File: src/rtl/lz_pkg.sv
// rtl/lz_pkg.sv - shared types and constants for the leading-zero word feeder
// Purpose: serializer state encoding, default geometry, the clog2 helper
//          and the largest operand width the downstream 9-bit count can hold.
// Ports:   none (package).
package lz_pkg;

  typedef enum logic {
    IDLE = 1'b0,
    SEND = 1'b1
  } lz_state_e;

  localparam int LZ_WIDTH_DEFAULT = 8;
  localparam int LZ_WORD_DEFAULT  = 4;
  localparam int LZ_DEPTH_DEFAULT = 2;

  // Largest leading-zero count the downstream counter can report.
  localparam int LZ_MAX_COUNT = 511;

  function automatic int lz_clog2(input int value);
    int r;
    r = 0;
    while ((1 << r) < value) begin
      r = r + 1;
    end
    return r;
  endfunction

endpackage

File: src/rtl/lz_op_fifo.sv
// rtl/lz_op_fifo.sv - register FIFO holding whole {mode, operand} entries
// Purpose: DEPTH-entry operand buffer between the producer handshake and
//          the serializer; pointers wrap modulo DEPTH (any DEPTH, not only
//          powers of two).
// Ports:   clk, rst         clock and synchronous active-high reset
//          i_push/i_push_data  write request and entry (ignored when full)
//          i_pop            drop head entry (ignored when empty)
//          o_head           current head entry
//          o_full/o_empty   occupancy flags
//          o_count          number of stored entries
module lz_op_fifo
  import lz_pkg::*;
#(
  parameter  int DW    = 33,
  parameter  int DEPTH = 2,
  localparam int CNT_W = lz_clog2(DEPTH + 1)
) (
  input  logic             clk,
  input  logic             rst,
  input  logic             i_push,
  input  logic [DW-1:0]    i_push_data,
  input  logic             i_pop,
  output logic [DW-1:0]    o_head,
  output logic             o_full,
  output logic             o_empty,
  output logic [CNT_W-1:0] o_count
);

  localparam int PTR_W = (lz_clog2(DEPTH) < 1) ? 1 : lz_clog2(DEPTH);

  logic [DW-1:0]    r_mem [DEPTH];
  logic [PTR_W-1:0] r_wr_ptr;
  logic [PTR_W-1:0] r_rd_ptr;
  logic [CNT_W-1:0] r_count;

  logic w_do_push;
  logic w_do_pop;

  assign o_full    = (r_count == CNT_W'(DEPTH));
  assign o_empty   = (r_count == '0);
  assign o_count   = r_count;
  assign o_head    = r_mem[r_rd_ptr];
  assign w_do_push = i_push && !o_full;
  assign w_do_pop  = i_pop && !o_empty;

  function automatic logic [PTR_W-1:0] next_ptr(input logic [PTR_W-1:0] ptr);
    return (ptr == PTR_W'(DEPTH - 1)) ? '0 : ptr + PTR_W'(1);
  endfunction

  // Storage needs no reset: an entry is only read after it has been written.
  always_ff @(posedge clk) begin
    if (w_do_push) begin
      r_mem[r_wr_ptr] <= i_push_data;
    end
  end

  always_ff @(posedge clk) begin
    if (rst) begin
      r_wr_ptr <= '0;
      r_rd_ptr <= '0;
      r_count  <= '0;
    end else begin
      if (w_do_push) begin
        r_wr_ptr <= next_ptr(r_wr_ptr);
      end
      if (w_do_pop) begin
        r_rd_ptr <= next_ptr(r_rd_ptr);
      end
      if (w_do_push && !w_do_pop) begin
        r_count <= r_count + CNT_W'(1);
      end else if (w_do_pop && !w_do_push) begin
        r_count <= r_count - CNT_W'(1);
      end
    end
  end

endmodule

File: src/rtl/lz_word_feeder.sv
// rtl/lz_word_feeder.sv - operand buffer and MSB-word-first serializer for the leading-zero counter
// Purpose: accepts WIDTH*WORD-bit operands over valid/ready, queues them,
//          and streams each one word per cycle toward the counter. In turbo
//          mode the operand ends at its first nonzero word.
// Ports:   CLK, rst         clock and synchronous active-high reset
//          in_valid/in_ready/in_data/in_mode  operand handshake
//          ivalid/mode/data word stream toward the counter
//          busy             FIFO non-empty or serializer sending
//          ops_done         wrapping count of fully emitted operands
module lz_word_feeder
  import lz_pkg::*;
#(
  parameter int WIDTH = LZ_WIDTH_DEFAULT,
  parameter int WORD  = LZ_WORD_DEFAULT,
  parameter int DEPTH = LZ_DEPTH_DEFAULT
) (
  input  logic                  CLK,
  input  logic                  rst,
  input  logic                  in_valid,
  output logic                  in_ready,
  input  logic [WIDTH*WORD-1:0] in_data,
  input  logic                  in_mode,
  output logic                  ivalid,
  output logic                  mode,
  output logic [WIDTH-1:0]      data,
  output logic                  busy,
  output logic [15:0]           ops_done
);

  localparam int OPW   = WIDTH * WORD;
  localparam int IDX_W = (lz_clog2(WORD) < 1) ? 1 : lz_clog2(WORD);
  localparam int CNT_W = lz_clog2(DEPTH + 1);

  if (!(WIDTH == 4 || WIDTH == 8 || WIDTH == 16) || WORD < 1 || WORD > 255 ||
      DEPTH < 1 || DEPTH > 8 || OPW > LZ_MAX_COUNT) begin : g_param_check
    $error("lz_word_feeder: illegal WIDTH/WORD/DEPTH combination");
  end

  lz_state_e        r_state;
  logic [OPW-1:0]   r_shift;
  logic [IDX_W-1:0] r_idx;
  logic             r_mode;
  logic             r_ivalid;
  logic [15:0]      r_ops_done;

  logic             w_push;
  logic             w_pop;
  logic [OPW:0]     w_head;
  logic             w_fifo_full;
  logic             w_fifo_empty;
  logic [CNT_W-1:0] w_fifo_count;
  logic [WIDTH-1:0] w_cur_word;
  logic             w_last;

  // in_ready depends only on the registered occupancy.
  assign in_ready = (w_fifo_count < CNT_W'(DEPTH));
  assign w_push   = in_valid && !w_fifo_full;

  // The shift register is cleared whenever the serializer goes idle, so the
  // top word doubles as the data output and reads 0 outside SEND.
  assign w_cur_word = r_shift[OPW-1 -: WIDTH];
  assign w_last     = (r_idx == IDX_W'(WORD - 1)) || (r_mode && (w_cur_word != '0));
  assign w_pop      = !w_fifo_empty && ((r_state == IDLE) || w_last);

  lz_op_fifo #(
    .DW    (OPW + 1),
    .DEPTH (DEPTH)
  ) u_fifo (
    .clk         (CLK),
    .rst         (rst),
    .i_push      (w_push),
    .i_push_data ({in_mode, in_data}),
    .i_pop       (w_pop),
    .o_head      (w_head),
    .o_full      (w_fifo_full),
    .o_empty     (w_fifo_empty),
    .o_count     (w_fifo_count)
  );

  always_ff @(posedge CLK) begin
    if (rst) begin
      r_state    <= IDLE;
      r_shift    <= '0;
      r_idx      <= '0;
      r_mode     <= 1'b0;
      r_ivalid   <= 1'b0;
      r_ops_done <= '0;
    end else begin
      case (r_state)
        IDLE: begin
          if (!w_fifo_empty) begin
            r_state  <= SEND;
            r_shift  <= w_head[OPW-1:0];
            r_mode   <= w_head[OPW];
            r_idx    <= '0;
            r_ivalid <= 1'b1;
          end
        end
        SEND: begin
          if (w_last) begin
            r_ops_done <= r_ops_done + 16'd1;
            if (!w_fifo_empty) begin
              // Reload in the same edge so back-to-back operands leave no gap.
              r_shift  <= w_head[OPW-1:0];
              r_mode   <= w_head[OPW];
              r_idx    <= '0;
              r_ivalid <= 1'b1;
            end else begin
              r_state  <= IDLE;
              r_shift  <= '0;
              r_mode   <= 1'b0;
              r_idx    <= '0;
              r_ivalid <= 1'b0;
            end
          end else begin
            r_shift <= r_shift << WIDTH;
            r_idx   <= r_idx + IDX_W'(1);
          end
        end
        default: begin
          r_state  <= IDLE;
          r_shift  <= '0;
          r_mode   <= 1'b0;
          r_idx    <= '0;
          r_ivalid <= 1'b0;
        end
      endcase
    end
  end

  assign ivalid   = r_ivalid;
  assign mode     = r_mode;
  assign data     = w_cur_word;
  assign busy     = !w_fifo_empty || (r_state == SEND);
  assign ops_done = r_ops_done;

endmodule
File: config.mk
export PLATFORM = sky130hd
export DESIGN_NAME = lz_word_feeder
export DESIGN_NICKNAME = d
export VERILOG_FILES = /design/src/rtl/lz_pkg.sv /design/src/rtl/lz_op_fifo.sv /design/src/rtl/lz_word_feeder.sv
export SDC_FILE = /design/constraint.sdc
export NUM_CORES = 1
export LEC_CHECK = 0
export ABC_CLOCK_PERIOD_IN_PS = 7600
export BUFFER_PORTS_ARGS = -buffer_cell sky130_fd_sc_hd__buf_2
export CORE_MARGIN = 2
export CORE_UTILIZATION = 40
export CTS_BUF_LIST = sky130_fd_sc_hd__clkbuf_4
export DETAILED_ROUTE_END_ITERATION = 7
export PLACE_DENSITY_LB_ADDON = 0.05
export SYNTH_ARGS = -nofsm -noshare
export SYNTH_HDL_FRONTEND = slang
export SYNTH_SLANG_ARGS = --single-unit
File: constraint.sdc
create_clock -name CLK -period 7.6 [get_ports CLK]
set_clock_uncertainty 0.1 [all_clocks]
set_input_delay 1.52 -clock CLK [delete_from_list [all_inputs] [get_ports CLK]]
set_output_delay 1.52 -clock CLK [all_outputs]
set_load 0.02 [all_outputs]
# Word level (Yosys, flattened, before mapping)
# Memory sizes are Yosys's and may differ from the RTL's. A register that Yosys moved wholly into a read port is not among the register bits.
# Index checks and enable logic that the tools add are counted.
# W data, S select, Z words.
[classes]
n_addsub = 6
mul = 0
div = 0
magnitude_cmp = 1
n_eq_ne = 4
n_shift = 0
mux = 25
n_bitwise = 1
n_reduce_logical = 19
[op_table]
columns = ["cell", "count"]
rows = [
  ["$mux W32", 3],
  ["$pmux W32 S2", 1],
  ["$add A16 B1 Y16 const B", 1],
  ["$mux W1", 13],
  ["$mux W2", 4],
  ["$reduce_bool A8 Y1", 1],
  ["$logic_and A1 B1 Y1", 7],
  ["$pmux W1 S2", 3],
  ["$add A2 B1 Y2 const B", 2],
  ["$eq A2 B2 Y1 const B", 2],
  ["$logic_not A1 Y1", 4],
  ["$pmux W2 S2", 1],
  ["$reduce_and A2 Y1", 2],
  ["$logic_or A1 B1 Y1", 3],
  ["$add A1 B1 Y1 const B", 2],
  ["$logic_not A2 Y1", 1],
  ["$lt A2 B2 Y1 const B", 1],
  ["$ne A2 B1 Y1 const B", 1],
  ["$ne A2 B2 Y1 const B", 1],
  ["$reduce_bool A2 Y1", 1],
  ["$sub A2 B1 Y2 const B", 1],
  ["$not A1 Y1", 1],
]
[word_totals]
regBits = 57
latchBits = 0
ramBits = 66
mem_bits_ro = 0
input_bits = 36
word_cells = 66
memories = 1
[mem_list]
columns = ["memory", "depth", "width", "rd", "rd_clocked_by_memory_dff", "write_ports", "line_no", "text"]
rows = [
  ["u_fifo.r_mem", 2, 33, 1, 1, 1, "lz_op_fifo.sv:31", "logic [DW-1:0] r_mem [DEPTH];"],
]

# Longest topological paths before layout
# Gate-level depths: netlist (run 1).
[depth]
depth_word = 9
ltp_mapped = 8

# By module
# From an unflattened synthesis (run 1), not the netlist that was laid out.
[hier_totals]
cells_unflattened = 453
area_unflattened_um2 = 5346.4
[modules_own_cells]
columns = ["mod", "n_inst", "cells_each", "area_each_um2"]
rows = [
  ["lz_word_feeder", 1, 325, 2755.1],
  ["lz_op_fifo", 1, 128, 2591.2],
]

# Worst setup path after synthesis (run 1)
# OpenSTA, ideal clock, no wires.
[synth_timing]
kind = "in2reg"
startpoint = "input in_valid"
endpoint = "memory u_fifo.r_mem[0][0], enable pin"
setup_time_ns = 0.423
arrival_ns = 3.116
required_time_ns = 7.077
path_slack_ns = 3.960
stages = 2
path_buffers = 0
cell_sequence = "o21ai_0 > nor2_1"
[synth_between]
elab_chain_cells = 4
[synth_rtl]
columns = ["element", "line_no", "text"]
rows = [
  ["from (decl)", "lz_word_feeder.sv:19", "input logic in_valid,"],
  ["$logic_and A1 B1 Y1", "lz_word_feeder.sv:57", "assign w_push = in_valid && !w_fifo_full;"],
  ["$logic_and A1 B1 Y1", "lz_op_fifo.sv:43", "assign w_do_push = i_push && !o_full;"],
  ["$mux W1", "lz_op_fifo.sv:52", "if (w_do_push) begin"],
  ["$mux W1 (implied by the code)", "lz_op_fifo.sv:53", "r_mem[r_wr_ptr] <= i_push_data;"],
  ["to (decl)", "lz_op_fifo.sv:31", ""],
]
# Every way passes these cells.

# Final worst setup path (run 1)
[layout_timing]
startpoint = "register u_fifo.r_count[0] (netlist: u_fifo.o_count[0])"
endpoint = "output busy"
[layout_between]
elab_chain_cells = 3
[layout_rtl]
columns = ["element", "line_no", "text"]
rows = [
  ["from (decl)", "lz_op_fifo.sv:34", "logic [CNT_W-1:0] r_count;"],
  ["from (signal assigned)", "lz_op_fifo.sv:70", "r_count <= r_count + CNT_W'(1);"],
  ["from (signal assigned)", "lz_op_fifo.sv:72", "r_count <= r_count - CNT_W'(1);"],
  ["$logic_not A2 Y1", "lz_op_fifo.sv:40", "assign o_empty = (r_count == '0);"],
  ["$logic_not A1 Y1", "lz_word_feeder.sv:134", "assign busy = !w_fifo_empty || (r_state == SEND);"],
  ["$logic_or A1 B1 Y1", "lz_word_feeder.sv:134", ""],
  ["to (decl)", "lz_word_feeder.sv:26", "output logic busy,"],
]
# Every way passes these cells.

==> results.yml, run 1 <==
status:
  run_status: "finished clean"
power:
  seq_power_share_pct: 45.2
  p_sw_share_pct: 37.5
  p_clk_share_pct: 19.4
  finalPower_w: 0.00204
  p_leak_nw: 2.18
  power.switching_w: 0.000766
  p_per_area_mw_per_mm2: 340
  p_int_w: 0.00128
  peakVddDrop_v: 0.000134
  comb_power_share_pct: 35.4
critical_path:
  worst_ep_required_time_ps: 5980
  reg2reg_depth: 5
  cp_slowest_cell: "dfxtp_1"
  crit_type: "register to output port"
  crit_path_max_fanout: 25
  r2r_slack_ps: 5120
  cp-end-kind: "output port"
  cp.arrival_ps: 1970
  reg2reg_to: "r_shift[31]"
  start_kind: "register"
  reg2reg_from: "u_fifo.o_count[0]"
  cp_cell_sequence: "nor3_1, buf_4, inv_2, buf_2"
  cp_slowest_stage_delay_ps: 530
worst_hold_path:
  worstHoldEndpoint: "r_shift[5]"
  hold_depth: 2
  min_path_type: "register to register"
  min_from: "r_shift[5]"
global_routing:
  grt_antenna_before_repair: 0
  grt_pass1_vias: 3597
  grt_max_degree: 75
  track_usage_pct: 17.0
  overflow: 0
  grt_pass1_wl_um: 18700
clocking:
  ctsResizeCount: 0
  cts.reportedPaths.clkPinSlew_ps: 100
  cts_hold_buf: 0
  cts_sinks: 124
  postCtsSetupBuffers: 0
  numCtsBuffers: 17
  root_buffer: "clkbuf_4"
  clock_path_buffers: 2
  htree_levels: 4
  cts_tree: "done"
  clock_latency_ps: 540
cells_and_area:
  area_delta_synth_final_pct: 11.7
  diodes: 0
  num-nets-final: 540
  drive_gt1_share_pct: 32.1
sta:
  setup_viol: 0
  slew-limit-headroom_pct: 31.4
  rsz0062_at_grt: "false"
  period_minus_slack_ps: 3590
  fmax_mhz: 278
  fin_setup_tns_ps: 0
  hold_violations: 0
  worst_slew_pin_slew_ps: 1030
  finalMaxSlewViolations: 0
  period_share_pct: 47.3
drt:
  met1Wirelength_um: 5380
  viasPerCell: 5.23
  drtIter0Drc: 212
  wirelength_um: 11400
  detail-route-antenna-nets: 0
  dr.pass1.iters: 4
  dr_wl_met2_um: 5400
  wl_met3_um: 417
  wl_per_cell_um: 16.5
  drc: 0
  top_layer_used: "met4"
  vias: 3612
synth:
  yosysWarnings: 0
  syn-num-nets: 491
  ys_types: 40
  synth.area.top_cells: "edfxtp_1, dfxtp_1, mux2_2, a2111oi_2, nor2_1"
  synth-seq-cells: 124
  syn_area_per_cell_um2: 11.9
  synthCells: 452
  synth_top_area_share_pct: 36.9
  synth_seq_area_share_pct: 58.5
  synth_area_mm2: 0.00538
  yosys.area.top_type: "edfxtp_1"
die:
  core_area_mm2: 0.0132
  start_util_pct: 40.8
  die_height_um: 120
  die_w_um: 120
  rows: 42
  io_pins: 64
  fp.dieArea_mm2: 0.0144
job:
  drv_cap: 0
place:
  place.port_buffers: 63
  place_hpwl_um: 7140
  place.gp.congestion: 0.756
-- cells by family after synthesis --
| kind of cell | synth area share (%) |
|---|---|
| compound gates | 14.0 |
| flops | 58.5 |
| simple gates | 11.9 |
| buf+inv | 4.24 |
| xor+xnor | 0.489 |
| mux | 10.2 |
| fa+ha+maj | 0.698 |
-- per-stage QoR --
stage	instances	setup WS [ps]	cell area, um^2	util (%)	hold slack (ps)
after floorplan	452	3960	5380	-	333
after global placement	658	4260	5770	43.7	344
after detailed placement	658	4250	5770	43.7	350
after CTS	690	3940	6000	45.5	366
after global routing	690	3850	6000	45.5	380
final	690	4010	6000	45.5	364
-- power by group through the flow --
stage | clock (W) | combinational (W) | sequential, W
6_report | 0.000397 | 0.000722 | 0.000923
5_1_grt | 0.000440 | 0.000804 | 0.000940
4_1_cts | 0.000417 | 0.000735 | 0.000925
3_5_place_dp | 0 | 0.000729 | 0.000941
3_3_place_gp | 0 | 0.000726 | 0.000938
2_1_floorplan | 0 | 0.000579 | 0.000916
-- Yosys cell counts --
master,number
a21o_1,1
a21boi_0,1
buf_6,3
dfxtp_1,58
nand3_1,6
buf_1,3
o2111ai_1,3
buf_2,5
nor3_1,26
edfxtp_1,66
nor2_1,56
ha_1,3
o211ai_1,1
nor2b_1,15
inv_1,5
a32oi_1,1
and4_1,2
nand4_1,3
xor2_1,2
o21ai_0,37
clkbuf_1,20
or3_1,2
o21ai_4,1
inv_2,1
a2111oi_2,19
nand2b_1,4
o22ai_4,1
mux2i_1,10
nand2_1,13
and3_1,1
a2111oi_0,10
mux2_2,40
or4_4,2
a21oi_1,17
o21a_1,1
and2_1,2
xnor2_1,1
nand2_4,1
buf_4,8
o22ai_1,1
-- layout make-up --
class	instances	area [um^2]
fillers	1264	7190
flip-flops and latches	124	3140
multi-input cells	283	2020
repair buffers	69	360
well taps	176	220
clock buffers	21	158
clock inverters	11	77.6
inverters	6	22.5
-- sequential cells by signal (all words and copies together) (netlist names), named ones only --
signal           flops
u_fifo.o_count       2
r_idx                2
r_shift             32
ops_done            16
mode                 1
u_fifo.r_rd_ptr      1
u_fifo.r_wr_ptr      1
r_state              1
ivalid               1
u_fifo.r_mem        66
-- routing by layer --
layer | GRT usage, % | vias up
li1 | - | 1770
met1 | 22.0 | 1752
met2 | 27.2 | 75
met3 | 4.56 | 15
met4 | 6.18 | 0
met5 | 0 | -
-- cell usage in the layout (no fill, tap or decap), types with 2 or more instances in the layout --
master	netlist	routed
xor2_1	2	2
o21ai_0	37	37
a2111oi_0	10	10
clkinv_1	0	4
nand2b_1	4	4
a2111oi_2	19	19
clkinv_2	0	5
nor3_1	26	26
buf_4	8	6
nor2_4	0	2
and2_1	2	2
nand2_1	13	13
or3_1	2	2
ha_1	3	3
mux2i_1	10	10
inv_1	5	5
nand3_1	6	6
dfxtp_1	58	58
clkbuf_4	0	21
nor2b_1	15	15
mux2_2	40	40
or4_4	2	2
edfxtp_1	66	66
a21oi_1	17	17
buf_2	5	63
and4_1	2	2
o2111ai_1	3	3
nand4_1	3	3
nor2_1	56	53
-- critical path: cells and delay by family (launching register included) --
kind	cells	cell delay (ps)
buf+inv	3	810
simple gates	1	100
flops	1	530
-- how the worst max path moves through the flow --
| stage | cells past startpoint | start | slack [ps] | to |
|---|---|---|---|---|
| 4_1_cts | 4 | u_fifo.o_count[0] | 3940 | busy |
| 5_1_grt | 4 | u_fifo.o_count[0] | 3850 | busy |
| 2_1_floorplan | 2 | in_valid | 3960 | u_fifo.r_mem[0][0] |
| 3_3_place_gp | 3 | in_valid | 4260 | u_fifo.r_mem[1][19] |
| 6_report | 4 | u_fifo.o_count[0] | 4010 | busy |
| 3_5_place_dp | 3 | in_valid | 4250 | u_fifo.r_mem[1][19] |
(Power assumes the default switching activity.)
==> run 2: changes to the inputs <==
- ABC_AREA: default -> 1
- ABC_CLOCK_PERIOD_IN_PS: 7600 -> 2900
- clock period: 7.6 -> 2.9 ns (I/O delays scaled with it)
==> run 2 against run 1 <==
Net effect:
- combinational power increased to 2.7 times the previous value
- worst hold slack worse by 230 ps
- critical path depth grew 2
- final cell count is 11% higher
- die area down 1.6%
- core utilization up 2.0 points
- register-to-register slack worse by 4600 ps
- sequential cell count is the same
- worst setup slack worse by 3700 ps
- synthesized area shrank 1.7%
- sequential share of layout area decreased by 0.55 points
- routed wire length shrank 0.55%
==> results.yml, run 2 <==
clocking:
  cts_hold_buf: 0
  htree_levels: 4
  postCtsSetupBuffers: 0
  numCtsBuffers: 17
  cts.reportedPaths.clkPinSlew_ps: 110
  clock_path_buffers: 2
  ctsResizeCount: 0
  cts_tree: "done"
  cts_sinks: 124
  root_buffer: "clkbuf_4"
  clock_latency_ps: 530
sta:
  fmax_mhz: 386
  setup_viol: 0
  fin_setup_tns_ps: 0
  slew-limit-headroom_pct: 38.5
  finalMaxSlewViolations: 0
  rsz0062_at_grt: "false"
  setup_ws_ps: 311
  period_minus_slack_ps: 2590
  period_share_pct: 89.3
  hold_violations: 0
  worst_slew_pin_slew_ps: 921
synth:
  yosys.area.top_type: "edfxtp_1"
  synth.area.top_cells: "edfxtp_1, dfxtp_1, nand2_1, mux2_2, a21oi_1"
  syn_area_per_cell_um2: 9.97
  yosysMostFrequentCell: "nand2_1"
  synth_common_cells: "nand2_1, edfxtp_1, dfxtp_1, a21oi_1, inv_1"
  ys.flop_type: "edfxtp_1"
  syn-num-nets: 569
  synth_area_mm2: 0.00528
  synth_top_area_share_pct: 37.5
  synth-seq-cells: 124
  synthCells: 530
  synthArstFlopShare_pct: 0
  yosysWarnings: 0
  ys_types: 26
  synth_seq_area_share_pct: 59.5
  synth_enable_flop_cells: 66
critical_path:
  start_kind: "register"
  worst_ep_required_time_ps: 2220
  cp.arrival_ps: 1910
  cp-end-kind: "output port"
  crit_type: "register to output port"
  crit_path_max_fanout: 14
worst_hold_path:
  min_path_type: "input port to register"
cells_and_area:
  diodes: 0
  final_common_cell: "nand2_1"
  top_register: "u_fifo.r_mem"
  num-nets-final: 623
  drive_gt1_share_pct: 24.0
  mostFrequentLayoutCells: "nand2_1, edfxtp_1, buf_2, dfxtp_1, a21oi_1"
  largest_register_ffs: 66
  area_delta_synth_final_pct: 14.8
  fin_util_pct: 47.5
  n_fill_cell: 1266
drt:
  detail-route-antenna-nets: 0
  drc: 0
  wirelength_um: 11300
  vias: 3820
  wl_per_cell_um: 14.7
  viasPerCell: 4.97
  dr.pass1.iters: 5
  drtIter0Drc: 226
global_routing:
  track_usage_pct: 16.6
  grt_pass1_vias: 3483
  grt_antenna_before_repair: 0
  overflow: 0
  grt_max_degree: 50
  grt_pass1_wl_um: 18000
place:
  place.port_buffers: 63
  dp_slack_ps: 561
  place.gp.congestion: 0.823
  place_hpwl_um: 7320
power:
  p_per_area_mw_per_mm2: 959
  peakVddDrop_v: 0.000354
  p_leak_nw: 2.46
die:
  core_area_mm2: 0.0128
  die_w_um: 119
  die_height_um: 119
  start_util_pct: 41.4
  io_pins: 64
  rows: 41
  fp.dieArea_mm2: 0.0141
status:
  run_status: "finished clean"
job:
  drv_cap: 0
run 2: power by group:
group          total [W]  switching (W)  internal, W
registers        0.00245       0.000187      0.00226
clock network    0.00140       0.000635     0.000767
logic            0.00197        0.00127     0.000697
total            0.00582        0.00209      0.00372
run 2: critical path: stages (launching register included):
cell and delay [ps]:
dfxtp_1 400, nor2_1 80, inv_1 330, nor2_1 90, buf_4 190, inv_1 120
buf_2 180
run 2: per-stage QoR:
step / hold slack, ps / total power, W / cells / area [um^2]
6_report: 138 / 0.00582 / 769 / 6070
5_1_grt: 77.0 / 0.00622 / 769 / 6070
4_1_cts: 74.3 / 0.00590 / 769 / 6070
3_5_place_dp: 361 / 0.00447 / 737 / 5730
3_3_place_gp: 357 / 0.00445 / 737 / 5730
2_1_floorplan: 346 / 0.00396 / 530 / 5280
run 2: cells by family after synthesis:
logic type | count (synthesis) | synth area share, %
compound gates | 91 | 8.83
xor+xnor | 9 | 1.49
fa+ha+maj | 3 | 0.710
buf+inv | 85 | 7.01
flops | 124 | 59.5
mux | 33 | 7.03
simple gates | 185 | 15.4
run 2: final timing paths:
path                     start             endpoint  slack (ps)  cells past startpoint
min                in_data[11]  u_fifo.r_mem[1][11]         140                      1
max reg2reg        r_shift[27]    u_fifo.o_count[1]         560                     10
min reg2reg           r_idx[1]             r_idx[1]         370                      2
max          u_fifo.o_count[0]                 busy         310                      6
run 2: area by class of cell:
class / count / area [um^2] / area share [%]
Timing Repair Buffer: 72 / 408 / 6.72
Clock inverter: 14 / 200 / 3.30
Multi-Input combinational cell: 321 / 1790 / 29.4
Tap cell: 172 / 215 / 3.55
Clock buffer: 18 / 135 / 2.23
Inverter: 48 / 180 / 2.97
Sequential cell: 124 / 3140 / 51.8
run 2: routing by layer:
layer	track usage, %	routed length, um	vias to the layer above
met5	0	0	-
met4	6.92	125	0
met3	5.03	420	9
met2	25.0	5190	82
met1	22.2	5600	1813
li1	-	-	1916
